### src/rtl/ahb_pkg.sv
// Shared AHB-lite encodings and the DMA controller state type.
package ahb_pkg;

  localparam logic [1:0] HTRANS_IDLE   = 2'b00;
  localparam logic [1:0] HTRANS_NONSEQ = 2'b10;
  localparam logic [2:0] HSIZE_DWORD   = 3'b011;
  localparam logic [2:0] HBURST_SINGLE = 3'b000;
  localparam logic [3:0] HPROT_DATA    = 4'b0011;

  typedef enum logic [2:0] {
    DMA_IDLE = 3'd0,
    DMA_REQ  = 3'd1,
    DMA_RD_A = 3'd2,
    DMA_RD_D = 3'd3,
    DMA_WR_A = 3'd4,
    DMA_WR_D = 3'd5,
    DMA_DONE = 3'd6
  } dma_state_t;

endpackage

### src/rtl/ahb_dma_master_if.sv
// AHB-lite master port of the DMA engine, with arbiter request/grant.
interface ahb_dma_master_if #(
  parameter int AW = 32,
  parameter int DW = 64
);
  // Handshake: a phase completes on a rising edge where HREADY=1; while
  // HREADY=0 the master holds HADDR/HTRANS/HWRITE/HWDATA unchanged.
  // HBUSREQ stays high until the arbiter answers with HGRANT.
  logic          HBUSREQ;
  logic          HGRANT;
  logic          HREADY;
  logic [AW-1:0] HADDR;
  logic [1:0]    HTRANS;
  logic          HWRITE;
  logic [2:0]    HSIZE;
  logic [2:0]    HBURST;
  logic [3:0]    HPROT;
  logic          HMASTLOCK;
  logic [DW-1:0] HWDATA;
  logic [DW-1:0] HRDATA;

  modport master (
    output HBUSREQ, HADDR, HTRANS, HWRITE, HSIZE, HBURST, HPROT, HMASTLOCK, HWDATA,
    input  HGRANT, HREADY, HRDATA
  );

  modport slave (
    input  HBUSREQ, HADDR, HTRANS, HWRITE, HSIZE, HBURST, HPROT, HMASTLOCK, HWDATA,
    output HGRANT, HREADY, HRDATA
  );
endinterface

### src/rtl/ahb_dma_master_xfer_ctr.sv
// Source/destination address registers and remaining-word counter of the DMA.
module dma_xfer_ctr #(
  parameter int AW = 32,
  parameter int CW = 16
) (
  input  logic          i_clk,
  input  logic          i_rst,
  input  logic          i_load,
  input  logic          i_step,
  input  logic [AW-1:0] i_src,
  input  logic [AW-1:0] i_dst,
  input  logic [CW-1:0] i_cnt,
  output logic [AW-1:0] o_src,
  output logic [AW-1:0] o_dst,
  output logic [CW-1:0] o_remaining,
  output logic          o_last
);

  logic [AW-1:0] r_src;
  logic [AW-1:0] r_dst;
  logic [CW-1:0] r_rem;

  // Addresses are doubleword aligned; the +8 step wraps modulo 2^AW.
  always_ff @(posedge i_clk) begin
    if (i_rst) begin
      r_src <= '0;
      r_dst <= '0;
      r_rem <= '0;
    end else if (i_load) begin
      r_src <= i_src & ~AW'(7);
      r_dst <= i_dst & ~AW'(7);
      r_rem <= i_cnt;
    end else if (i_step) begin
      r_src <= r_src + AW'(8);
      r_dst <= r_dst + AW'(8);
      r_rem <= r_rem - CW'(1);
    end
  end

  assign o_src       = r_src;
  assign o_dst       = r_dst;
  assign o_remaining = r_rem;
  assign o_last      = (r_rem == CW'(1));

endmodule

### src/rtl/ahb_dma_master.sv
// Single-channel AHB-lite memory-to-memory DMA: alternating single read/write.
// Optional DMA_IRQ_EN adds a sticky completion interrupt (irq/irq_clr).
module ahb_dma_master
  import ahb_pkg::*;
#(
  parameter int AW = 32,
  parameter int DW = 64,
  parameter int CW = 16
) (
  input  logic          HCLK,
  input  logic          HRESET,
  input  logic          start,
  input  logic [AW-1:0] src_addr,
  input  logic [AW-1:0] dst_addr,
  input  logic [CW-1:0] word_cnt,
  input  logic          abort,
  output logic          busy,
  output logic          done,
  output logic [CW-1:0] remaining,
`ifdef DMA_IRQ_EN
  output logic          irq,
  input  logic          irq_clr,
`endif
  output dma_state_t    o_dbg_state,
  ahb_dma_master_if.master bus
);

  dma_state_t    r_state;
  dma_state_t    w_next;
  logic          r_phase_wr;
  logic [DW-1:0] r_buf;
  logic [AW-1:0] w_src;
  logic [AW-1:0] w_dst;
  logic          w_last;
  logic          w_load;
  logic          w_rd_cap;
  logic          w_step;
  logic          w_breq;
  logic [1:0]    w_htrans;
  logic [AW-1:0] w_haddr;
  logic          w_hwrite;

  assign w_load   = (r_state == DMA_IDLE) && start;
  assign w_rd_cap = (r_state == DMA_RD_D) && bus.HREADY;
  assign w_step   = (r_state == DMA_WR_D) && bus.HREADY;

  dma_xfer_ctr #(.AW(AW), .CW(CW)) u_ctr (
    .i_clk       (HCLK),
    .i_rst       (HRESET),
    .i_load      (w_load),
    .i_step      (w_step),
    .i_src       (src_addr),
    .i_dst       (dst_addr),
    .i_cnt       (word_cnt),
    .o_src       (w_src),
    .o_dst       (w_dst),
    .o_remaining (remaining),
    .o_last      (w_last)
  );

  always_ff @(posedge HCLK) begin
    if (HRESET) r_state <= DMA_IDLE;
    else        r_state <= w_next;
  end

  always_comb begin
    w_next   = r_state;
    w_breq   = 1'b0;
    w_htrans = HTRANS_IDLE;
    w_haddr  = '0;
    w_hwrite = 1'b0;
    unique case (r_state)
      DMA_IDLE: begin
        if (start) w_next = (word_cnt != '0) ? DMA_REQ : DMA_DONE;
      end
      DMA_REQ: begin
        w_breq = 1'b1;
        // The phase flag resumes a pending write if the grant was lost after its read.
        if (bus.HGRANT && bus.HREADY) w_next = r_phase_wr ? DMA_WR_A : DMA_RD_A;
      end
      DMA_RD_A: begin
        w_breq   = 1'b1;
        w_htrans = HTRANS_NONSEQ;
        w_haddr  = w_src;
        if (bus.HREADY) w_next = DMA_RD_D;
      end
      DMA_RD_D: begin
        w_breq = 1'b1;
        if (bus.HREADY) w_next = bus.HGRANT ? DMA_WR_A : DMA_REQ;
      end
      DMA_WR_A: begin
        w_breq   = 1'b1;
        w_htrans = HTRANS_NONSEQ;
        w_haddr  = w_dst;
        w_hwrite = 1'b1;
        if (bus.HREADY) w_next = DMA_WR_D;
      end
      DMA_WR_D: begin
        w_breq = 1'b1;
        if (bus.HREADY) begin
          if (w_last || abort) w_next = DMA_DONE;
          else                 w_next = bus.HGRANT ? DMA_RD_A : DMA_REQ;
        end
      end
      DMA_DONE: w_next = DMA_IDLE;
      default:  w_next = DMA_IDLE;
    endcase
  end

  always_ff @(posedge HCLK) begin
    if (HRESET) begin
      r_phase_wr <= 1'b0;
      r_buf      <= '0;
    end else begin
      if (w_load)        r_phase_wr <= 1'b0;
      else if (w_rd_cap) r_phase_wr <= 1'b1;
      else if (w_step)   r_phase_wr <= 1'b0;
      if (w_rd_cap) r_buf <= bus.HRDATA;
    end
  end

`ifdef DMA_IRQ_EN
  logic r_irq;

  // Set has priority over a simultaneous clear.
  always_ff @(posedge HCLK) begin
    if (HRESET)                    r_irq <= 1'b0;
    else if (r_state == DMA_DONE)  r_irq <= 1'b1;
    else if (irq_clr)              r_irq <= 1'b0;
  end

  assign irq = r_irq;
`endif

  assign busy          = (r_state != DMA_IDLE);
  assign done          = (r_state == DMA_DONE);
  assign o_dbg_state   = r_state;
  assign bus.HBUSREQ   = w_breq;
  assign bus.HTRANS    = w_htrans;
  assign bus.HADDR     = w_haddr;
  assign bus.HWRITE    = w_hwrite;
  assign bus.HWDATA    = r_buf;
  assign bus.HSIZE     = HSIZE_DWORD;
  assign bus.HBURST    = HBURST_SINGLE;
  assign bus.HPROT     = HPROT_DATA;
  assign bus.HMASTLOCK = 1'b0;

endmodule
### src/flat_wrapper.sv
// flat-port wrapper written by rule: the top's interface ports become plain ports
module ahb_dma_master_flat import ahb_pkg::*;
#(
  parameter int AW = 32,
  parameter int DW = 64,
  parameter int CW = 16
)
  (HCLK, HRESET, start, src_addr, dst_addr, word_cnt, abort, busy, done, remaining, o_dbg_state, bus_HBUSREQ, bus_HADDR, bus_HTRANS, bus_HWRITE, bus_HSIZE, bus_HBURST, bus_HPROT, bus_HMASTLOCK, bus_HWDATA, bus_HGRANT, bus_HREADY, bus_HRDATA);
  ahb_dma_master_if #(.AW(AW), .DW(DW)) bus_i ();
  input  logic HCLK;
  input  logic HRESET;
  input  logic start;
  input  logic [AW-1:0] src_addr;
  input  logic [AW-1:0] dst_addr;
  input  logic [CW-1:0] word_cnt;
  input  logic abort;
  output logic busy;
  output logic done;
  output logic [CW-1:0] remaining;
  output dma_state_t o_dbg_state;
  output wire logic [$bits(bus_i.HBUSREQ)-1:0] bus_HBUSREQ;
  output wire logic [$bits(bus_i.HADDR)-1:0] bus_HADDR;
  output wire logic [$bits(bus_i.HTRANS)-1:0] bus_HTRANS;
  output wire logic [$bits(bus_i.HWRITE)-1:0] bus_HWRITE;
  output wire logic [$bits(bus_i.HSIZE)-1:0] bus_HSIZE;
  output wire logic [$bits(bus_i.HBURST)-1:0] bus_HBURST;
  output wire logic [$bits(bus_i.HPROT)-1:0] bus_HPROT;
  output wire logic [$bits(bus_i.HMASTLOCK)-1:0] bus_HMASTLOCK;
  output wire logic [$bits(bus_i.HWDATA)-1:0] bus_HWDATA;
  input wire logic [$bits(bus_i.HGRANT)-1:0] bus_HGRANT;
  input wire logic [$bits(bus_i.HREADY)-1:0] bus_HREADY;
  input wire logic [$bits(bus_i.HRDATA)-1:0] bus_HRDATA;
  assign bus_HBUSREQ = bus_i.HBUSREQ;
  assign bus_HADDR = bus_i.HADDR;
  assign bus_HTRANS = bus_i.HTRANS;
  assign bus_HWRITE = bus_i.HWRITE;
  assign bus_HSIZE = bus_i.HSIZE;
  assign bus_HBURST = bus_i.HBURST;
  assign bus_HPROT = bus_i.HPROT;
  assign bus_HMASTLOCK = bus_i.HMASTLOCK;
  assign bus_HWDATA = bus_i.HWDATA;
  assign bus_i.HGRANT = bus_HGRANT;
  assign bus_i.HREADY = bus_HREADY;
  assign bus_i.HRDATA = bus_HRDATA;
  ahb_dma_master #(.AW(AW), .DW(DW), .CW(CW)) u_core (.HCLK(HCLK), .HRESET(HRESET), .start(start), .src_addr(src_addr), .dst_addr(dst_addr), .word_cnt(word_cnt), .abort(abort), .busy(busy), .done(done), .remaining(remaining), .o_dbg_state(o_dbg_state), .bus(bus_i));
endmodule
### config.mk
export PLATFORM = sky130hd
export DESIGN_NAME = ahb_dma_master_flat
export DESIGN_NICKNAME = d
export VERILOG_FILES = /design/src/rtl/ahb_pkg.sv /design/src/rtl/ahb_dma_master_if.sv /design/src/rtl/ahb_dma_master_xfer_ctr.sv /design/src/rtl/ahb_dma_master.sv /design/src/flat_wrapper.sv
export SDC_FILE = /design/constraint.sdc
export NUM_CORES = 1
export LEC_CHECK = 0
export ABC_AREA = 0
export BUFFER_PORTS_ARGS = -buffer_cell sky130_fd_sc_hd__buf_2
export CAP_MARGIN = 20
export CORE_UTILIZATION = 49
export CTS_CLUSTER_DIAMETER = 80
export DETAILED_ROUTE_END_ITERATION = 8
export GPL_ROUTABILITY_DRIVEN = 0
export PLACE_DENSITY = 0.81
export SLEW_MARGIN = 20
export SYNTH_ARGS = -nofsm -noshare
export SYNTH_HDL_FRONTEND = slang
export SYNTH_SLANG_ARGS = --single-unit
### constraint.sdc
create_clock -name HCLK -period 2.6 [get_ports HCLK]
set_clock_uncertainty 0.1 [all_clocks]
set_input_delay 0.65 -clock HCLK [delete_from_list [all_inputs] [get_ports HCLK]]
set_output_delay 0.65 -clock HCLK [all_outputs]
set_load 0.02 [all_outputs]
==> run_results.csv <==
group,metric,value,unit
run_status,status,"complete, no violations",
worst_setup_path,cp_cell_sequence,"nor2_1 -> and2_1 -> buf_6 -> a22o_1 -> buf_2",
flow_run,maxCapViolCount,0,
worst_setup_path,endpoint_kind,"output pin",
synth,syn_area_per_cell,7.79,µm²
global_route,grt_pass1_vias,6706,
worst_hold_path,hp-start,"u_core.bus.HWDATA[43]",
final_layout,fin_nets,1303,
worst_setup_path,reg2reg_to,"u_core.o_dbg_state[1]",
worst_setup_path,slowest_delay,0.39,ns
power,power.share.sequential,43.3,%
clock_network,clk_pin_slew_worst_paths,0.06,ns
synth,ys_ff_latch,142,
power,power_frac_comb,12.9,%
timing,rsz0062_at_grt,"false",
final_layout,stdcell_count,1342,
timing,hold_violations,0,
placement,dpl_cell_area,0.00863,mm²
synth,synth-edff-count,0,
floorplan,core_area,0.0140,mm²
placement,place_ws,0.135,ns
detailed_routing,dr.pass1.iters,5,
floorplan,io_pins,282,
final_layout,drive_gt1_share,30.2,%
floorplan,die-area,0.0150,mm²
power,p_sw_share,28.4,%
worst_setup_path,r2r_start,"u_core.u_ctr.o_remaining[0]",
detailed_routing,wl,21500,µm
synth,yosysUniqueCellTypes,60,
floorplan,die_y,122,µm
clock_network,cts_tree,"yes",
worst_setup_path,crit_slowest_cell,"dfxtp_4",
power,power.share.clock,43.8,%
worst_setup_path,rrSetupSlack,0.24,ns
timing,drv_slew,0,
clock_network,clockBufferDepth,2,
worst_setup_path,critPathRequiredTime,1.85,ns
final_layout,final_area,0.00926,mm²
global_route,grt_max_degree,65,
timing,slew_headroom,64.5,%
global_route,grt_pass1_wl,33100,µm
synth,yosysWarnings,0,
worst_setup_path,worst_ep_arrival_time,1.74,ns
worst_setup_path,start_kind,"flop",
final_layout,synthToLayoutAreaGrowth,30.6,%
placement,placed_cells,1309,
detailed_routing,drc,0,
timing,tightest_slew,0.533,ns
clock_network,clk_latency,0.41,ns
timing,max_freq,401,MHz
final_layout,fill_cells,1235,
detailed_routing,drt-initial-drc-count,849,
synth,ys_async_sr_fraction,0,%
worst_setup_path,crit_type,"reg -> out",
worst_hold_path,hold_path.class,"reg -> reg",
timing,period_share,95.8,%
global_route,overflow,0,
detailed_routing,wire_per_inst,16.0,µm
worst_setup_path,cp_max_fo,32,
synth,yosysSeqAreaShare,40.1,%
floorplan,rows,43,
synth,syn_area,0.00709,mm²
worst_setup_path,worst-r2r-cell-count,5,
clock_network,root_buffer,"clkbuf_16",
floorplan,start_util,50.7,%
global_route,grt_antenna_before_repair,3,
floorplan,die_w,122,µm
global_route,grt_use_total,28.3,%
placement,hpwl,15300,µm
worst_hold_path,hold_path_end,"u_core.bus.HWDATA[43]",
power,max-vdd-ir-drop,0.454,mV
detailed_routing,postRouteAntennaNets,0,
placement,port_buffers,260,
power,pwr_density_cell,611,mW/mm²
power,p_leak,3.88,nW
timing,postLayoutSetupSlackWorst,0.108,ns
timing,setup_viol,0,
power,internal_power,4.05,mW
clock_network,cts_buffers,17,
power,power.net_switching,1.61,mW
synth,synthCells,910,
clock_network,htreeDepth,4,
final_layout,antenna_cells,0,
clock_network,clock-sinks,142,
synth,synth-main-ff-cell,"dfxtp_1",
worst_hold_path,whs_path_depth,2,
detailed_routing,num_vias,7690,
detailed_routing,viasPerCell,5.73,
timing,period_minus_slack,2.49,ns
timing,fin_setup_tns,0,ns
[layer usage]
metal  part of all wire [%]  vias up  global-route usage [%]
li1                       -     3731                       -
met1                     42     3539                    37.5
met2                     47      383                    44.8
met3                    8.6       33                    6.37
met4                    1.9        4                    10.3
met5                   0.11        -                       0
[per-stage QoR]
stage          utilization (%)  power (mW)  hold WS (ns)
6_report                  66.2        5.66         0.349
5_1_grt                   66.2        5.89         0.346
4_1_cts                   66.0        5.68         0.345
3_5_place_dp              61.7        3.20         0.343
3_3_place_gp              61.7        3.19         0.338
2_1_floorplan                -        2.89         0.362
[cells in the final DEF, fill, tap and decap left out, drive strengths merged, types with 8 or more instances in the layout]
cell type	netlist	final
a211oi	26	26
a21oi	107	107
a22o	29	29
a22oi	11	11
a31oi	15	15
and2	11	11
and3	15	15
and4	10	10
buf	27	293
clkbuf	59	17
conb	2	15
dfxtp	142	142
inv	10	19
mux2	9	9
nand2	196	196
nand3	22	22
nand4	16	16
nor2	49	49
nor3	22	22
nor4	16	16
o21ai	16	16
or3	8	8
xnor2	11	11
xor2	11	11
[kinds of logic after synthesis]
family,count (synthesis),share of synthesized area (%)
AOI/OAI and AO/OA,245,22.5
xor gates and xnor gates,22,2.72
adders and majority gates,4,0.706
buffers and inverters,96,6.11
DFF,142,40.1
muxes,13,1.99
other,2,0.106
and+or+nand+nor,386,25.8
[synthesized netlist by cell type (3+ instances only)]
cell	number	share of area, %
nor2_1	49	2.6
a22o_1	29	3.6
or4_1	5	0.53
a31oi_1	15	1.3
nor4_1	15	1.3
o31a_1	3	0.37
a21oi_1	107	7.6
o211ai_1	7	0.74
o311ai_0	6	0.74
inv_1	10	0.53
a311oi_1	5	0.62
nor2b_1	3	0.26
ha_1	4	0.71
buf_1	8	0.42
dfxtp_1	142	40
nand4_1	15	1.3
buf_4	17	1.8
and2_1	10	0.88
clkbuf_1	59	3.1
or3_1	8	0.71
o21ai_0	16	1.1
nand2_1	196	10
a211oi_1	26	2.8
and3_1	15	1.3
and4_1	10	1.2
xor2_1	11	1.4
o22ai_1	3	0.26
xnor2_1	11	1.4
nor3_1	22	1.6
mux2i_1	4	0.56
mux2_2	9	1.4
a22oi_1	11	1.2
a221oi_1	4	0.49
nand3_1	22	1.6
[how the worst max path moves through the flow]
stage	start	to	depth (start not counted)
after CTS	u_core.o_dbg_state[2]	bus_HADDR[13]	4
after floorplan	u_core.o_dbg_state[2]	bus_HADDR[11]	5
after global placement	bus_HREADY	u_core.u_ctr.o_dst[10]	7
final	u_core.o_dbg_state[0]	bus_HADDR[3]	5
after detailed placement	bus_HREADY	u_core.u_ctr.o_src[28]	6
after global routing	u_core.o_dbg_state[0]	bus_HADDR[3]	5
[critical path: cells and delay by family (launching register included)]
kind,cells,cell delay (ns)
compound gates,1,0.23
flops,1,0.39
simple gates,2,0.28
buf+inv,2,0.43
[final cells by class]
cell class	count	area [µm²]	area share [%]
clock buffers	17	425	4.60
clock inverters	15	173	1.87
inverters	10	41.3	0.446
multi-input cells	685	3890	42.0
flip-flops and latches	142	2850	30.8
well taps	180	225	2.43
repair buffers	293	1660	17.9
[timing repair]
item	4_1_cts	5_1_grt
setup endpoints to repair	30	26
hold buffers	0	0
pin swaps	0	0
buffers inserted	0	1
gates resized for setup	2	6
[sequential cells by signal, indices dropped and copies added (netlist names)]
name / count
u_core.u_ctr.o_src: 29
u_core.u_ctr.o_dst: 29
u_core.r_phase_wr: 1
u_core.u_ctr.o_remaining: 16
u_core.bus.HWDATA: 64
u_core.o_dbg_state: 3
[power by group through the flow]
stage / registers [mW] / clock network, mW / logic, mW
after detailed placement: 2.49 / 0 / 0.718
after floorplan: 2.46 / 0 / 0.429
after global routing: 2.46 / 2.63 / 0.799
final: 2.45 / 2.48 / 0.729
after global placement: 2.48 / 0 / 0.706
after CTS: 2.44 / 2.52 / 0.724
(Power assumes the default switching activity.)
